--- src/rtl/count_mon_pkg.sv ---
// count_mon_pkg: shared widths, threshold default and record layout for count_wrap_monitor.
package count_mon_pkg;
    localparam int CNT_W_DEF = 8;
    localparam int WRAP_W_DEF = 16;
    localparam int FIFO_DEPTH_DEF = 4;
    localparam logic [7:0] THRESH_DEF = 8'hF0;
    typedef struct packed {
        logic flag;
        logic [WRAP_W_DEF-1:0] wrap;
        logic [CNT_W_DEF-1:0] count;
    } rec_t;
    localparam int REC_W = $bits(rec_t);
endpackage

--- src/rtl/count_wrap_monitor_sync_fifo.sv ---
// sync_fifo: synchronous FIFO with registered output stage and sync flush.
module sync_fifo #(
    parameter int WIDTH = 8,
    parameter int DEPTH = 4
) (
    input  logic             clk,
    input  logic             reset_n,
    input  logic             flush,
    input  logic             push,
    input  logic             pop,
    input  logic [WIDTH-1:0] din,
    output logic [WIDTH-1:0] dout,
    output logic             valid,
    output logic             full
);
    localparam int AW = $clog2(DEPTH);
    logic [WIDTH-1:0] mem [DEPTH];
    logic [AW-1:0] wr_ptr, rd_ptr, rd_nxt;
    logic [AW:0] count, count_n;
    logic wr_en, rd_en, has_next;
    // count covers every entry not yet popped, including the one presented on dout
    assign rd_en = pop & valid;
    assign wr_en = push & (count != (AW+1)'(DEPTH) || rd_en);
    assign count_n = count + (AW+1)'(wr_en) - (AW+1)'(rd_en);
    assign rd_nxt = rd_ptr + AW'(rd_en);
    assign has_next = count != (AW+1)'(rd_en);
    always_ff @(posedge clk) begin
        if (wr_en)
            mem[wr_ptr] <= din;
    end
    always_ff @(posedge clk or negedge reset_n) begin
        if (!reset_n) begin
            wr_ptr <= '0;
            rd_ptr <= '0;
            count  <= '0;
            full   <= 1'b0;
            valid  <= 1'b0;
            dout   <= '0;
        end else if (flush) begin
            wr_ptr <= '0;
            rd_ptr <= '0;
            count  <= '0;
            full   <= 1'b0;
            valid  <= 1'b0;
        end else begin
            wr_ptr <= wr_ptr + AW'(wr_en);
            rd_ptr <= rd_nxt;
            count  <= count_n;
            full   <= count_n == (AW+1)'(DEPTH);
            if (!valid || rd_en) begin
                valid <= has_next;
                if (has_next)
                    dout <= mem[rd_nxt];
            end
        end
    end
endmodule

--- src/rtl/count_wrap_monitor.sv ---
// count_wrap_monitor: counts upstream wrap events and streams sampled
// {flag, wrap count, count} records through a small FIFO.
module count_wrap_monitor
    import count_mon_pkg::*;
#(
    parameter int CNT_W = CNT_W_DEF,
    parameter int WRAP_W = WRAP_W_DEF,
    parameter int FIFO_DEPTH = FIFO_DEPTH_DEF,
    parameter logic [CNT_W-1:0] THRESH = CNT_W'(THRESH_DEF)
) (
    input  logic                    clk,
    input  logic                    reset_n,
    input  logic [CNT_W-1:0]        count_in,
    input  logic                    overflow_in,
    input  logic                    sample_req,
    input  logic                    clr,
    output logic                    rec_valid,
    input  logic                    rec_ready,
    output logic [WRAP_W+CNT_W:0]   rec_data,
    output logic                    fifo_full,
    output logic [7:0]              drop_cnt,
    output logic                    thresh_hit
);
    logic [CNT_W-1:0] s1_count;
    logic s1_ovf, s1_req, s1_thr, ovf_prev;
    logic [WRAP_W-1:0] wrap_cnt, wrap_nxt;
    logic wrap_ev, push, pop, drop;
    assign wrap_ev = s1_ovf & ~ovf_prev;
    assign wrap_nxt = (wrap_ev && wrap_cnt != '1) ? wrap_cnt + WRAP_W'(1) : wrap_cnt;
    assign push = s1_req & ~clr;
    assign pop = rec_valid & rec_ready;
    assign drop = push & fifo_full & ~pop;
    assign thresh_hit = s1_thr;
    // edge-detect history survives clr so a held overflow level is not recounted
    always_ff @(posedge clk or negedge reset_n) begin
        if (!reset_n) begin
            s1_count <= '0;
            s1_ovf   <= 1'b0;
            s1_req   <= 1'b0;
            s1_thr   <= 1'b0;
            ovf_prev <= 1'b0;
            wrap_cnt <= '0;
            drop_cnt <= '0;
        end else begin
            s1_count <= count_in;
            s1_ovf   <= overflow_in;
            s1_req   <= sample_req;
            s1_thr   <= count_in >= THRESH;
            ovf_prev <= s1_ovf;
            wrap_cnt <= clr ? '0 : wrap_nxt;
            drop_cnt <= clr ? 8'd0 : (drop && drop_cnt != 8'hFF) ? drop_cnt + 8'd1 : drop_cnt;
        end
    end
    sync_fifo #(.WIDTH(WRAP_W + CNT_W + 1), .DEPTH(FIFO_DEPTH)) u_fifo (
        .clk     (clk),
        .reset_n (reset_n),
        .flush   (clr),
        .push    (push),
        .pop     (pop),
        .din     ({s1_thr, wrap_nxt, s1_count}),
        .dout    (rec_data),
        .valid   (rec_valid),
        .full    (fifo_full)
    );
endmodule

--- config.mk ---
export PLATFORM = sky130hd
export DESIGN_NAME = count_wrap_monitor
export DESIGN_NICKNAME = d
export VERILOG_FILES = /design/src/rtl/count_mon_pkg.sv /design/src/rtl/count_wrap_monitor_sync_fifo.sv /design/src/rtl/count_wrap_monitor.sv
export SDC_FILE = /design/constraint.sdc
export NUM_CORES = 1
export LEC_CHECK = 0
export CORE_MARGIN = 2
export CORE_UTILIZATION = 65
export CTS_BUF_LIST = sky130_fd_sc_hd__clkbuf_4
export CTS_CLUSTER_SIZE = 16
export DETAILED_ROUTE_END_ITERATION = 8
export PLACE_DENSITY = 0.85
export SLEW_MARGIN = 10
export SYNTH_ARGS = -nofsm -noshare
export SYNTH_HDL_FRONTEND = slang
export SYNTH_SLANG_ARGS = --single-unit
--- constraint.sdc ---
create_clock -name clk -period 8.05 [get_ports clk]
set_input_delay 1.2075 -clock clk [delete_from_list [all_inputs] [get_ports clk]]
set_output_delay 1.2075 -clock clk [all_outputs]
set_load 0.01 [all_outputs]
Yosys cells after proc, flatten, opt, wreduce, memory -nomap -nowiden
Memory sizes are Yosys's and may differ from the RTL's. A register that Yosys moved wholly into a read port is not among the register bits.
Cells that the tools add are included.

word-level totals
  output and inout port bits = 36
  memory bits (writable) = 100
  word-level logic and storage cells = 56
  flip-flop bits (word level) = 45
  memories kept = 1

cells by class
  equal/unequal tests = 5
  add/sub/neg operators = 6
  multiplexer cells = 12
  $lt $le $gt $ge = 1
  bitwise gates (word level) = 10
  reduce and logical (&&, ||, !) cells = 9

memory list
  memory      words  width  rd ports  clocked after memory_dff  write ports  RTL line                            source
  u_fifo.mem  4      25     1         1                         1            count_wrap_monitor_sync_fifo.sv:17  logic [WIDTH-1:0] mem [DEPTH];

operators by type and width
  cell                                                              count
  16-bit two-way mux                                                2
  16-bit by 1-bit adder with 16-bit output (second input constant)  1
  8-bit two-way mux                                                 2
  16-bit inequality test (second input constant)                    1
  8-bit by 1-bit adder with 8-bit output (second input constant)    1
  8-bit >= comparator (second input constant)                       1
  8-bit inequality test (second input constant)                     1
  1-bit bitwise AND                                                 7
  1-bit two-way mux                                                 5
  2-bit by 1-bit adder with 2-bit output                            2
  2-bit two-way mux                                                 2
  2-bit nonzero test                                                2
  3-bit by 1-bit adder with 3-bit output                            1
  3-bit == test (second input constant)                             1
  3-bit two-way mux                                                 1
  3-bit by 1-bit inequality test with 1-bit output                  1
  3-bit inequality test (second input constant)                     1
  1-bit inverter                                                    3
  3-bit AND reduction                                               1
  3-bit by 1-bit subtractor with 3-bit output                       1
  1-bit logical AND                                                 2
  1-bit zero test                                                   2
  1-bit logical OR                                                  2

Depth between registers and ports, before layout
  depth after elaboration = 8
  mapped depth = 9

By module
A second synthesis with hierarchy kept.

second synthesis, totals
  cell total of the unflattened synthesis = 408
  area total of the unflattened synthesis = 6862.8 um^2

modules (own cells, without submodules)
  module              area each (um^2)  cells each  instances  seq. area each (um^2)
  sync_fifo           5073.6            228         1          3853.7
  count_wrap_monitor  1789.2            180         1          900.9

Worst setup path before layout
OpenSTA, ideal clock, no wires.

  kind = input to register
  start = input port clr
  end = memory u_fifo.mem[0][0] (netlist name) (enable)
  setup slack = 4.108 ns
  path buffers = 0
  data arrival time = 3.499 ns
  stages on the path = 3
  library setup time = 0.444 ns
  path through = nor2b_1 > o41a_1 > nor3b_1

between the ends
  word-level cells in the longest chain between the ends = 5

RTL lines
  element                                  RTL line                            source
  from (decl)                              count_wrap_monitor.sv:16            input logic clr,
  1-bit inverter (no line)                 n/a
  1-bit bitwise AND                        count_wrap_monitor.sv:30            assign push = s1_req & ~clr;
  1-bit bitwise AND                        count_wrap_monitor_sync_fifo.sv:23  assign wr_en = push & (count != (AW+1)'(DEPTH) || rd_en);
  1-bit two-way mux                        count_wrap_monitor_sync_fifo.sv:28  if (wr_en)
  1-bit two-way mux (not written as such)  count_wrap_monitor_sync_fifo.sv:29  mem[wr_ptr] <= din;
  to (decl)                                count_wrap_monitor_sync_fifo.sv:17

No other way between the ends.

Worst setup path in the final report
  start = input port rec_ready
  end = register u_fifo.dout[11], read port of u_fifo.mem

between the ends
  word-level cells in the longest chain between the ends = 4

RTL lines
  element                                                                                      RTL line                                                                source
  from (decl)                                                                                  count_wrap_monitor.sv:18                                                input logic rec_ready,
  1-bit bitwise AND *                                                                          count_wrap_monitor.sv:31                                                assign pop = rec_valid & rec_ready;
  1-bit bitwise AND *                                                                          count_wrap_monitor_sync_fifo.sv:22                                      assign rd_en = pop & valid;
  3-bit by 1-bit inequality test with 1-bit output / 1-bit logical OR (equally long branches)  count_wrap_monitor_sync_fifo.sv:26, count_wrap_monitor_sync_fifo.sv:50
  3-bit AND reduction (no line)                                                                n/a
  to (decl)                                                                                    count_wrap_monitor_sync_fifo.sv:12                                      output logic [WIDTH-1:0] dout,

Mark *: on every way between the ends. The rest lies on a longest branch, timed or not.
A chain may end at the register's enable or synchronous reset.

==> summary.md <==
| Metric | Value |
|---|---|
| Drt wl/cell | 19.9 um |
| Synth Instances | 400 |
| Crit path launch type | input port |
| Worst Skew | 12.8 ps |
| CTS Hold Bufs | 0 |
| Filler Cells Inserted | 626 |
| Layout cell share with drive strength beyond 1 | 21.6% |
| Yosys top cell by area | edfxtp_1 |
| Syn avg cell area | about 17 um2 |
| Synth warn | 0 |
| Pin count of the biggest net entering global routing | slightly above 70 |
| Synth top area cells | edfxtp_1 (45%), dfrtp_1 (26%), mux4_2 (8.4%), mux2_2 (4.9%), nand2_1 (1.5%) |
| Full die area | 0.0111 mm2 |
| Synthesized flop and latch total | 170 |
| Max VDD drop | ~210 uV |
| TritonCTS clock tree | built |
| Leakage power | 0.00286 uW |
| Clock buffers created by TritonCTS | 17 |
| # clock sinks | 170 |
| Final #Nets | 485 |
| Sequential share of the synthesized area | 70.9% |
| Hold/Removal Path Class | flop to flop |
| Max-Cap Viols | 0 |
| Critical path peak fanout | 26 |
| Max Slew Vio Count | 0 |
| Iter 0 DRT Violations | 289 |
| Routed wire length | 12200 um |
| Post-synth EDFFs | 100 |
| Fmax | 331 MHz |
| TNS Setup | 0 ps |
| # DRC | 0 |
| RSZ-0062 raised after global routing | no |
| Place WS | 4470 ps |
| Post-placement cell area | about 0.0074 mm2 |
| Least-Margin Pin Slew | 926 ps |
| WS Path Type | input port to flop |
| Worst-Skew Late Latency | 530 ps |
| Htree depth | 4 |
| Initial core utilization | 65.8% |
| Port-buffer cells | a little under 50 |
| Post-route cell area | ~0.0077 mm2 |
| Status | finished, final reports clean |
| Row count | 37 |
| Top-level port count | 50 |
| Vias in the first global route | 3899 |
| Rel. slew slack | 38.3% |
| Fin Hold WS | 430 ps |
| GRT Util Overall | 24.7% |
| Post-CTS Setup Repair Bufs | 0 |
| Placed insts | just under 600 |
| Post-synth net total | 421 |
| Clk buf depth | 2 |
| Core area | 0.0102 mm2 |
| HPWL Detailed | approximately 7600 um |
| PD cells | 274 mW/mm2 |
| Vias | 3690 |
| Asr flop ratio synth | 41.2% |
| Period utilization | 37.5% |
| Area Growth Syn to Fin | 14.3% |
| WP data arrival | roughly 3500 ps |
| CTS clock-pin slew for the worst setup and hold paths | 120 ps |
| Routability cong. | 0.789 |
| Synth top area share | 44.8% |
| Initial antenna violation count | 0 |
| Required time of the worst setup path | 8480 ps |
| Post-CTS sizing | 0 |
| Cell area after synthesis | 0.00671 mm2 |
| Clk root buf | clkbuf_4 |
| Chip Height | 106 um |
| Setup violators final | 0 |
| Final worst path period need | 3020 ps |
| Fin cells | 614 |
| Post-route setup slack | around 5000 ps |
| First-pass GRT wire length | 20300 um |
| Commonest register cell after synthesis | edfxtp_1 |
| Die W | 106 um |
| Worst setup EP type | flop |
| Final hold vios | 0 |
| TritonRoute pass-1 iters | 5 |
| Vias/cell | 6.01 |
| GR Overflow Total | 0 |
| Post-DRT Antenna Nets | 0 |
| Library cells used by synthesis | 47 |
[sequential cells by signal, summed over array words and instances (netlist names)]
register / cells
wrap_cnt: 16
ovf_prev: 1
u_fifo.dout: 25
u_fifo.full: 1
u_fifo.count: 3
s1_count: 8
drop_cnt: 8
s1_req: 1
u_fifo.valid: 1
thresh_hit: 1
u_fifo.mem: 100
u_fifo.rd_ptr: 2
u_fifo.wr_ptr: 2
s1_ovf: 1
[path summary, 6_finish.rpt]
path	to	slack [ps]	startpoint	depth (start not counted)
min in group asynchronous	u_fifo.dout[19]	880	reset_n	2
max in group asynchronous	u_fifo.dout[10]	6570	reset_n	2
worst min register to register	ovf_prev	430	s1_ovf	0
worst max register to register	u_fifo.dout[11]	5720	u_fifo.valid	6
worst min-delay path	ovf_prev	430	s1_ovf	0
worst max-delay path	u_fifo.dout[11]	5030	rec_ready	7
[layout by cell type, fill, tap and decap left out, drive strengths merged, types with 10 or more instances in the layout]
cell | Yosys | layout
clkbuf | 8 | 22
mux2 | 29 | 29
clkdlybuf4s50 | 0 | 48
dfrtp | 70 | 70
buf | 5 | 10
edfxtp | 100 | 100
mux4 | 25 | 25
nand2 | 27 | 27
nor2 | 14 | 14
a21oi | 14 | 14
[routing by layer]
layer / global-route usage, % / up-vias / share of wire [%]
li1: - / 1674 / -
met1: 32.7 / 1895 / 42
met2: 40.9 / 110 / 52
met3: 6.68 / 11 / 4.7
met4: 7.52 / 0 / 0.92
met5: 0 / - / 0
[Yosys cell counts, types with 2 or more instances]
| cell type | number |
|---|---|
| edfxtp_1 | 100 |
| dfrtp_1 | 70 |
| mux2_2 | 29 |
| nand2_1 | 27 |
| mux4_2 | 25 |
| a21oi_1 | 14 |
| nor2_1 | 14 |
| nor2b_1 | 9 |
| o21ai_0 | 9 |
| clkbuf_1 | 8 |
| nand3_1 | 8 |
| or4_1 | 8 |
| inv_1 | 7 |
| xor2_1 | 7 |
| ha_1 | 6 |
| o31ai_1 | 6 |
| nand4_1 | 5 |
| nor3_1 | 5 |
| or3_1 | 5 |
| buf_1 | 3 |
| nand2b_1 | 3 |
| nand3b_1 | 3 |
| buf_2 | 2 |
| nor4_1 | 2 |
| or2_2 | 2 |
| xnor2_1 | 2 |
[where the power goes]
part	switching, uW	leakage (uW)	internal (uW)
clock	262	0.000148	197
sequential	59.9	0.00181	1020
combinational	235	0.000900	325
[metrics by stage]
step,utilization (%),power (uW)
5_1_grt,75.2,2210
4_1_cts,75.2,2120
3_3_place_gp,72.6,1640
2_1_floorplan,-,1430
6_report,75.3,2100
3_5_place_dp,72.6,1670
[critical path, cell delays in order]
cell	delay (ps)
clkdlybuf4s50_1	420
nand2_1	90
inv_1	90
ha_1	280
buf_4	440
mux4_2	620
mux2_2	290
[final cells by class]
class                   instances  area, um2  area share, %
flip-flops and latches        170       4750           62.0
multi-input cells             209       1890           24.6
repair buffers                 58        553           7.21
well taps                     136        170           2.22
clock buffers                  22        165           2.15
clock inverters                10        101           1.32
inverters                       8       30.0          0.392
diodes                          1       2.50         0.0326
[logic make-up after synthesis]
group	count (synthesis)	synth area share (%)
muxes	55	13.4
DFF	170	70.9
buffers and inverters	21	1.21
adders and majority gates	7	1.42
and+or+nand+nor	101	8.43
AOI/OAI and AO/OA	37	3.43
xor gates and xnor gates	9	1.18
(Power assumes the default switching activity.)
